<file path="src/rtl/uart_pkg.sv">
// Shared encodings for the UART register bank and its bus initiator.
package uart_pkg;

  // Host command opcodes
  typedef enum logic [1:0] {
    OP_READ  = 2'd0,
    OP_WRITE = 2'd1,
    OP_POLL  = 2'd2,
    OP_RSVD  = 2'd3
  } op_e;

  // Initiator FSM states
  typedef enum logic [1:0] {
    ST_IDLE   = 2'd0,
    ST_ACCESS = 2'd1,
    ST_GAP    = 2'd2,
    ST_RESP   = 2'd3
  } state_e;

  // Register map of the UART bank
  localparam logic [1:0] ADDR_STAT = 2'd0;
  localparam logic [1:0] ADDR_CTRL = 2'd1;
  localparam logic [1:0] ADDR_TX   = 2'd2;
  localparam logic [1:0] ADDR_RX   = 2'd3;

endpackage

</file>
<file path="src/rtl/uart_reg_initiator.sv">
// Command-driven master for the UART register port: turns read/write/poll
// commands into single-cycle register strobes and returns a response.
// Optional feature macro: UART_REG_INITIATOR_POLL_EN (poll op, mask compare,
// GAP state and poll counter); when undefined op 2 is treated as reserved.
module uart_reg_initiator
  import uart_pkg::*;
#(
  parameter int unsigned ADDR_WIDTH    = 2,
  parameter int unsigned DATA_WIDTH    = 32,
  parameter int unsigned TIMEOUT_WIDTH = 16
) (
  input  logic                     clk_i,
  input  logic                     rst_i,
  input  logic                     cmd_valid_i,
  output logic                     cmd_ready_o,
  input  logic [1:0]               cmd_op_i,
  input  logic [ADDR_WIDTH-1:0]    cmd_addr_i,
  input  logic [DATA_WIDTH-1:0]    cmd_data_i,
  input  logic [DATA_WIDTH-1:0]    cmd_mask_i,
  input  logic [TIMEOUT_WIDTH-1:0] poll_limit_i,
  output logic                     rsp_valid_o,
  input  logic                     rsp_ready_i,
  output logic [DATA_WIDTH-1:0]    rsp_data_o,
  output logic                     rsp_err_o,
  output logic [ADDR_WIDTH-1:0]    bus_addr_o,
  output logic [DATA_WIDTH-1:0]    bus_data_o,
  output logic                     bus_wr_en_o,
  output logic                     bus_rd_en_o,
  input  logic [DATA_WIDTH-1:0]    bus_data_i
);

  state_e                  state_q, state_d;
  op_e                     op_q, op_d;
  logic                    accept;
  logic                    ready_d, rd_d, wr_d, rsp_valid_d, rsp_err_d;
  logic [ADDR_WIDTH-1:0]   addr_d;
  logic [DATA_WIDTH-1:0]   wdata_d, rsp_data_d;

`ifdef UART_REG_INITIATOR_POLL_EN
  logic [DATA_WIDTH-1:0]    cmp_q, cmp_d, mask_q, mask_d;
  logic [TIMEOUT_WIDTH-1:0] cnt_q, cnt_d, cnt_inc;
  logic                     match, limit_hit;

  // Poll compare and saturating count of non-matching reads
  assign match     = ((bus_data_i ^ cmp_q) & mask_q) == '0;
  assign cnt_inc   = (&cnt_q) ? cnt_q : cnt_q + TIMEOUT_WIDTH'(1);
  assign limit_hit = (poll_limit_i != '0) && (cnt_inc == poll_limit_i);
`else
  logic unused_poll;
  assign unused_poll = ^{cmd_mask_i, poll_limit_i};
`endif

  assign accept = cmd_valid_i && cmd_ready_o;

  // Next-state and next-output logic; every output is registered below
  always_comb begin
    state_d     = state_q;
    op_d        = op_q;
    ready_d     = 1'b0;
    rd_d        = 1'b0;
    wr_d        = 1'b0;
    addr_d      = bus_addr_o;
    wdata_d     = bus_data_o;
    rsp_valid_d = rsp_valid_o;
    rsp_data_d  = rsp_data_o;
    rsp_err_d   = rsp_err_o;
`ifdef UART_REG_INITIATOR_POLL_EN
    cmp_d       = cmp_q;
    mask_d      = mask_q;
    cnt_d       = cnt_q;
`endif
    case (state_q)
      ST_IDLE: begin
        ready_d = 1'b1;
        if (accept) begin
          ready_d = 1'b0;
          op_d    = op_e'(cmd_op_i);
          addr_d  = cmd_addr_i;
`ifdef UART_REG_INITIATOR_POLL_EN
          cmp_d   = cmd_data_i;
          mask_d  = cmd_mask_i;
          cnt_d   = '0;
`endif
          case (op_e'(cmd_op_i))
            OP_READ: begin
              rd_d    = 1'b1;
              state_d = ST_ACCESS;
            end
            OP_WRITE: begin
              wr_d    = 1'b1;
              wdata_d = cmd_data_i;
              state_d = ST_ACCESS;
            end
`ifdef UART_REG_INITIATOR_POLL_EN
            OP_POLL: begin
              rd_d    = 1'b1;
              state_d = ST_ACCESS;
            end
`endif
            default: begin
              rsp_valid_d = 1'b1;
              rsp_data_d  = '0;
              rsp_err_d   = 1'b1;
              state_d     = ST_RESP;
            end
          endcase
        end
      end
      ST_ACCESS: begin
        case (op_q)
          OP_READ: begin
            rsp_valid_d = 1'b1;
            rsp_data_d  = bus_data_i;
            rsp_err_d   = 1'b0;
            state_d     = ST_RESP;
          end
          OP_WRITE: begin
            rsp_valid_d = 1'b1;
            rsp_data_d  = bus_data_o;
            rsp_err_d   = 1'b0;
            state_d     = ST_RESP;
          end
`ifdef UART_REG_INITIATOR_POLL_EN
          OP_POLL: begin
            if (match) begin
              rsp_valid_d = 1'b1;
              rsp_data_d  = bus_data_i;
              rsp_err_d   = 1'b0;
              state_d     = ST_RESP;
            end else begin
              cnt_d = cnt_inc;
              if (limit_hit) begin
                rsp_valid_d = 1'b1;
                rsp_data_d  = bus_data_i;
                rsp_err_d   = 1'b1;
                state_d     = ST_RESP;
              end else begin
                state_d = ST_GAP;
              end
            end
          end
`endif
          default: begin
            rsp_valid_d = 1'b1;
            rsp_data_d  = '0;
            rsp_err_d   = 1'b1;
            state_d     = ST_RESP;
          end
        endcase
      end
      ST_GAP: begin
        rd_d    = 1'b1;
        state_d = ST_ACCESS;
      end
      ST_RESP: begin
        if (rsp_ready_i) begin
          rsp_valid_d = 1'b0;
          ready_d     = 1'b1;
          state_d     = ST_IDLE;
        end
      end
      default: state_d = ST_IDLE;
    endcase
  end

  // State and registered outputs; reset clears strobes asynchronously
  always_ff @(posedge clk_i or posedge rst_i) begin
    if (rst_i) begin
      state_q     <= ST_IDLE;
      op_q        <= OP_READ;
      cmd_ready_o <= 1'b0;
      bus_rd_en_o <= 1'b0;
      bus_wr_en_o <= 1'b0;
      bus_addr_o  <= '0;
      bus_data_o  <= '0;
      rsp_valid_o <= 1'b0;
      rsp_data_o  <= '0;
      rsp_err_o   <= 1'b0;
`ifdef UART_REG_INITIATOR_POLL_EN
      cmp_q       <= '0;
      mask_q      <= '0;
      cnt_q       <= '0;
`endif
    end else begin
      state_q     <= state_d;
      op_q        <= op_d;
      cmd_ready_o <= ready_d;
      bus_rd_en_o <= rd_d;
      bus_wr_en_o <= wr_d;
      bus_addr_o  <= addr_d;
      bus_data_o  <= wdata_d;
      rsp_valid_o <= rsp_valid_d;
      rsp_data_o  <= rsp_data_d;
      rsp_err_o   <= rsp_err_d;
`ifdef UART_REG_INITIATOR_POLL_EN
      cmp_q       <= cmp_d;
      mask_q      <= mask_d;
      cnt_q       <= cnt_d;
`endif
    end
  end

endmodule

</file>
<file path="config.mk">
export PLATFORM = sky130hd
export DESIGN_NAME = uart_reg_initiator
export DESIGN_NICKNAME = d
export VERILOG_FILES = /design/src/rtl/uart_pkg.sv /design/src/rtl/uart_reg_initiator.sv
export SDC_FILE = /design/constraint.sdc
export NUM_CORES = 1
export LEC_CHECK = 0
export BUFFER_PORTS_ARGS = -buffer_cell sky130_fd_sc_hd__buf_2
export CAP_MARGIN = 20
export CORE_ASPECT_RATIO = 1.2
export CORE_MARGIN = 3
export CORE_UTILIZATION = 47
export DETAILED_ROUTE_END_ITERATION = 7
export PLACE_DENSITY_LB_ADDON = 0.15
export SETUP_SLACK_MARGIN = 0.2
export SLEW_MARGIN = 25
export SYNTH_ARGS = -nofsm -noshare
export SYNTH_HDL_FRONTEND = slang
export SYNTH_SLANG_ARGS = --single-unit
</file>
<file path="constraint.sdc">
create_clock -name clk_i -period 4.25 [get_ports clk_i]
set_input_delay 0.2125 -clock clk_i [delete_from_list [all_inputs] [get_ports clk_i]]
set_output_delay 0.2125 -clock clk_i [all_outputs]
set_load 0.05 [all_outputs]
</file>
* Word-level counts from Yosys, hierarchy flattened
Cells that the tools add are included.
** Operators by class
- Multiply operators :: 0
- Multiplexer cells :: 23
- Eq/ne operators :: 8
- $add $sub $neg :: 0
- Shifts and indexed selects :: 0
- Order comparisons :: 0
- Bitwise operators :: 0
- Reduce and logical (&&, ||, !) cells :: 13
- Div/mod/pow operators :: 0
** Operator list (number)
- $pmux 32 s2 :: 2
- $mux 32 :: 2
- $mux 1 :: 11
- $pmux 2 s4 :: 1
- $eq 2x1->1 const B :: 3
- $logic_not 2->1 :: 3
- $mux 2 :: 3
- $ne 2x2->1 const B :: 3
- $pmux 1 s2 :: 3
- $reduce_and 3->1 :: 2
- $eq 2x2->1 const B :: 2
- $reduce_and 2->1 :: 2
- $reduce_and 4->1 :: 1
- $reduce_or 2->1 :: 2
- $pmux 1 s3 :: 1
- $reduce_bool 3->1 :: 1
- $reduce_bool 2->1 :: 1
- $logic_and 1x1->1 :: 1
** Storage, ports and cells
- Bits in writable memories :: 0
- Flip-flop bits (word level) :: 75
- Memories :: 0
- Bits in latches :: 0
- Output and inout port bits :: 71
- Bits in read-only memories :: 0

* Depth between registers and ports, before layout
- Word-level depth :: 5
- Gate-level depth with buffers :: 6

* Worst setup path before layout
No wires, ideal clock.
- Path type :: register to register
- From :: register state_q[0]
- To :: register bus_data_o[10]
- Path buffers :: 1
- Cell stages (with the launch flop) :: 7
- Data required time :: 4.125 ns
- Setup slack :: 2.602 ns
- Arrival :: 1.522 ns
- Cell sequence :: dfrtp_1 > inv_1 > ha_1 > and2b_2 > nand4_4 > buf_6 > mux2_4
** On the way
- Longest elaborated chain between the ends :: 2
** Ends and longest elaborated chain
- start: declaration :: RTL line uart_reg_initiator.sv:32 : state_e state_q, state_d;
- start signal: assignment :: RTL line uart_reg_initiator.sv:185 : state_q <= state_d;
- $logic_not 2->1 :: RTL line uart_reg_initiator.sv:72 : case (state_q)
- $reduce_and 3->1 (no line)
- end signal: assignment :: RTL line uart_reg_initiator.sv:191 : bus_data_o <= wdata_d;
- end: declaration :: RTL line uart_reg_initiator.sv:26 : output logic [DATA_WIDTH-1:0] bus_data_o,
No other way between the ends.
A chain may end at the register's enable or synchronous reset.

* Worst setup path after layout
- From :: register state_q[0]
- To :: register bus_data_o[12]
The elaborated chain is that of the path after synthesis.

==> reports/metrics.cfg <==
[run_status]
status=finished with violations
violations=negative hold slack

[clocking]
htreeDepth=3
clk-insertion-delay-late_ps=330
cts_tree=yes
cts_buffer_depth=2
numCtsBuffers=9
cts_root_buf=clkbuf_8
post_cts_buffers=0
hold_buffers=0
cts.sinks=75
cts_resized=0
cts.clk_slew.worst_paths_ps=80

[power]
seqPwrFrac_pct=32.1
p_comb_share_pct=47.8
power.density_nw_per_um2=834
p_int_mw=1.96
p_sw_share_pct=45.9
p_sw_mw=1.66
p_clk_share_pct=20.1
peakVddDrop_uv=420
leakagePower_nw=2.36

[grt]
grt_pass1_wl_um=11900
grt_pass1_vias=2464
grt_max_degree=42
antenna_found_initial=0
grt_use_total_pct=19.1
overflow=0

[worst_setup_path]
r2r_start=state_q[0]$_DFFE_PP0P_
crit_path_cell_trace=inv_1 > ha_1 > and2b_2 > nand4_4 > mux2_4
r2r.worst_path.cells=5
crit_arrival_ps=2630
reg2reg_to=bus_data_o[12]$_DFFE_PP0P_
cp_max_fo=33
end_kind=flip-flop
critPathRequiredTime_ps=4450
rrSetupSlack_ps=1820
slowest_delay_ps=690
path_class=reg2reg
cp_slowest_cell=nand4_4
crit_path_start_kind=flip-flop

[yosys]
ys_seq_area_share_pct=56.5
synth_warnings=0
synth.largest_area_cell=dfrtp_1
synth_top_cell_area_share_pct=56.5
synth_cell_types=26
syn-instance-count=225
synth-seq-cells=75
netlist_area_um2=3320
synthesis.nets=349
yosys-top-cells-area=dfrtp_1 (56%), mux2_4 (13%), mux2i_1 (9.6%)
syn_avg_cell_area_um2=14.8

[timing]
finalMaxSlewViolations=0
relSlewSlack_pct=32.6
min_period_ps=2430
setup_tns_ps=0
period_share_pct=57.1
rsz0062_at_grt=false
fin_hold_ws_ps=-24.9
tightestPinTransition_ps=1010
final-setup-viol-count=0
fmax_ghz=0.412
finClkSkew_ps=10.2
hold_viol=17

[hold_path]
hp-class=in2async

[floorplanning]
die-area_um2=8120
die_x_um=82.8
start_util_pct=50.0
rows=32
core_area_um2=6650
die_height_um=98.1
ioPinCount=191

[final_layout]
diodes=0
drive_gt1_share_pct=54.3
fin_nets=489
design_area_um2=4340
final_cell_mix=buf_2 (142), dfrtp_1 (74), mux2i_1 (32), o2bb2ai_1 (32), mux2_4 (29)
final_common_cell=buf_2
fin_cells=455
synthToLayoutAreaGrowth_pct=30.7

[detailed_routing]
drt-total-wl_um=7570
wl_per_cell_um=16.6
antenna_left=0
drc=0
drt_iter0_drc=59
vias_per_cell=5.16
vias=2348
drt_pass1_iterations=4

[flow_run]
maxCapViolations=0

[place]
io_buffer_count=142
dp_hpwl_um=5370
place.gp.congestion=0.796
dp.cells=439
placed_area_um2=4070

cell type report:
type,instances,area (um^2)
clock buffers,12,155
well taps,85,106
clock inverters,4,120
multi-input cells,126,1320
fillers,536,2300
flip-flops and latches,75,1880
inverters,9,33.8
repair buffers,144,726
cell usage after synthesis:
| master | instances |
|---|---|
| a21boi_2 | 1 |
| and2b_2 | 1 |
| o2bb2ai_1 | 32 |
| clkbuf_2 | 2 |
| buf_2 | 7 |
| clkbuf_1 | 3 |
| ha_1 | 4 |
| a21oi_1 | 3 |
| o41ai_1 | 2 |
| o21ai_0 | 2 |
| buf_6 | 3 |
| o31ai_1 | 1 |
| nand4_1 | 1 |
| dfrtp_1 | 75 |
| nand3_1 | 2 |
| a21boi_0 | 2 |
| a21bo_2 | 1 |
| nand2b_1 | 1 |
| a32o_1 | 1 |
| nand2_1 | 3 |
| mux2i_1 | 32 |
| a211o_1 | 1 |
| mux2_4 | 29 |
| mux2_2 | 6 |
| inv_1 | 9 |
| nand4_4 | 1 |
through the flow:
step / power, mW / hold slack (ps) / setup WS, ps / utilization, %
final: 3.62 / -24.9 / 1820 / 65.3
after global routing: 3.81 / 34.3 / 1710 / 65.3
after CTS: 3.66 / 0.524 / 1800 / 65.3
after detailed placement: 2.92 / 366 / 1820 / 61.2
after global placement: 2.89 / 370 / 1870 / 61.2
after floorplan: 2.49 / 311 / 2130 / -
state kept, by name, indices dropped and copies added, names as in the netlist:
signal and flops:
bus_data_o 32, bus_wr_en_o 1, op_q 2, cmd_ready_o 1
bus_addr_o 2, rsp_err_o 1, rsp_valid_o 1, state_q 2
bus_rd_en_o 1, rsp_data_o 32
cell families after synthesis:
logic type      share of synthesized area, %
flops                                   56.5
compound gates                          11.6
simple gates                            1.92
mux                                     24.8
buf+inv                                 3.73
fa+ha+maj                               1.51
worst max path at each step:
stage                                 startpoint                         end  slack, ps  cells past startpoint
after detailed placement  state_q[0]$_DFFE_PP0P_  bus_data_o[21]$_DFFE_PP0P_       1820                      5
after global placement    state_q[0]$_DFFE_PP0P_   bus_data_o[0]$_DFFE_PP0P_       1870                      5
after floorplan                            rst_i   bus_addr_o[0]$_DFFE_PP0P_       2130                      1
after global routing      state_q[0]$_DFFE_PP0P_  bus_data_o[12]$_DFFE_PP0P_       1710                      5
after CTS                 state_q[0]$_DFFE_PP0P_   bus_data_o[8]$_DFFE_PP0P_       1800                      5
final                     state_q[0]$_DFFE_PP0P_  bus_data_o[12]$_DFFE_PP0P_       1820                      5
power groups by stage:
stage	combinational [mW]	sequential [mW]	clock, mW
6_report	1.73	1.16	0.728
5_1_grt	1.84	1.20	0.779
4_1_cts	1.75	1.16	0.745
3_5_place_dp	1.75	1.17	0
3_3_place_gp	1.73	1.17	0
2_1_floorplan	0.602	1.89	0
worst max-delay path, delay by kind of cell, from the launching register on:
family	cells	cell delay, ps
mux	1	560
fa+ha+maj	1	260
simple gates	2	930
buf+inv	1	100
flops	1	420
layer usage:
layer  GRT usage (%)  up-vias  share of wire, %
li1                -     1109                 -
met1            24.0     1127                42
met2            31.2       96                48
met3            3.97       16               7.6
met4            8.68        0               2.4
met5               0        -                 0
(Power assumes the default switching activity.)
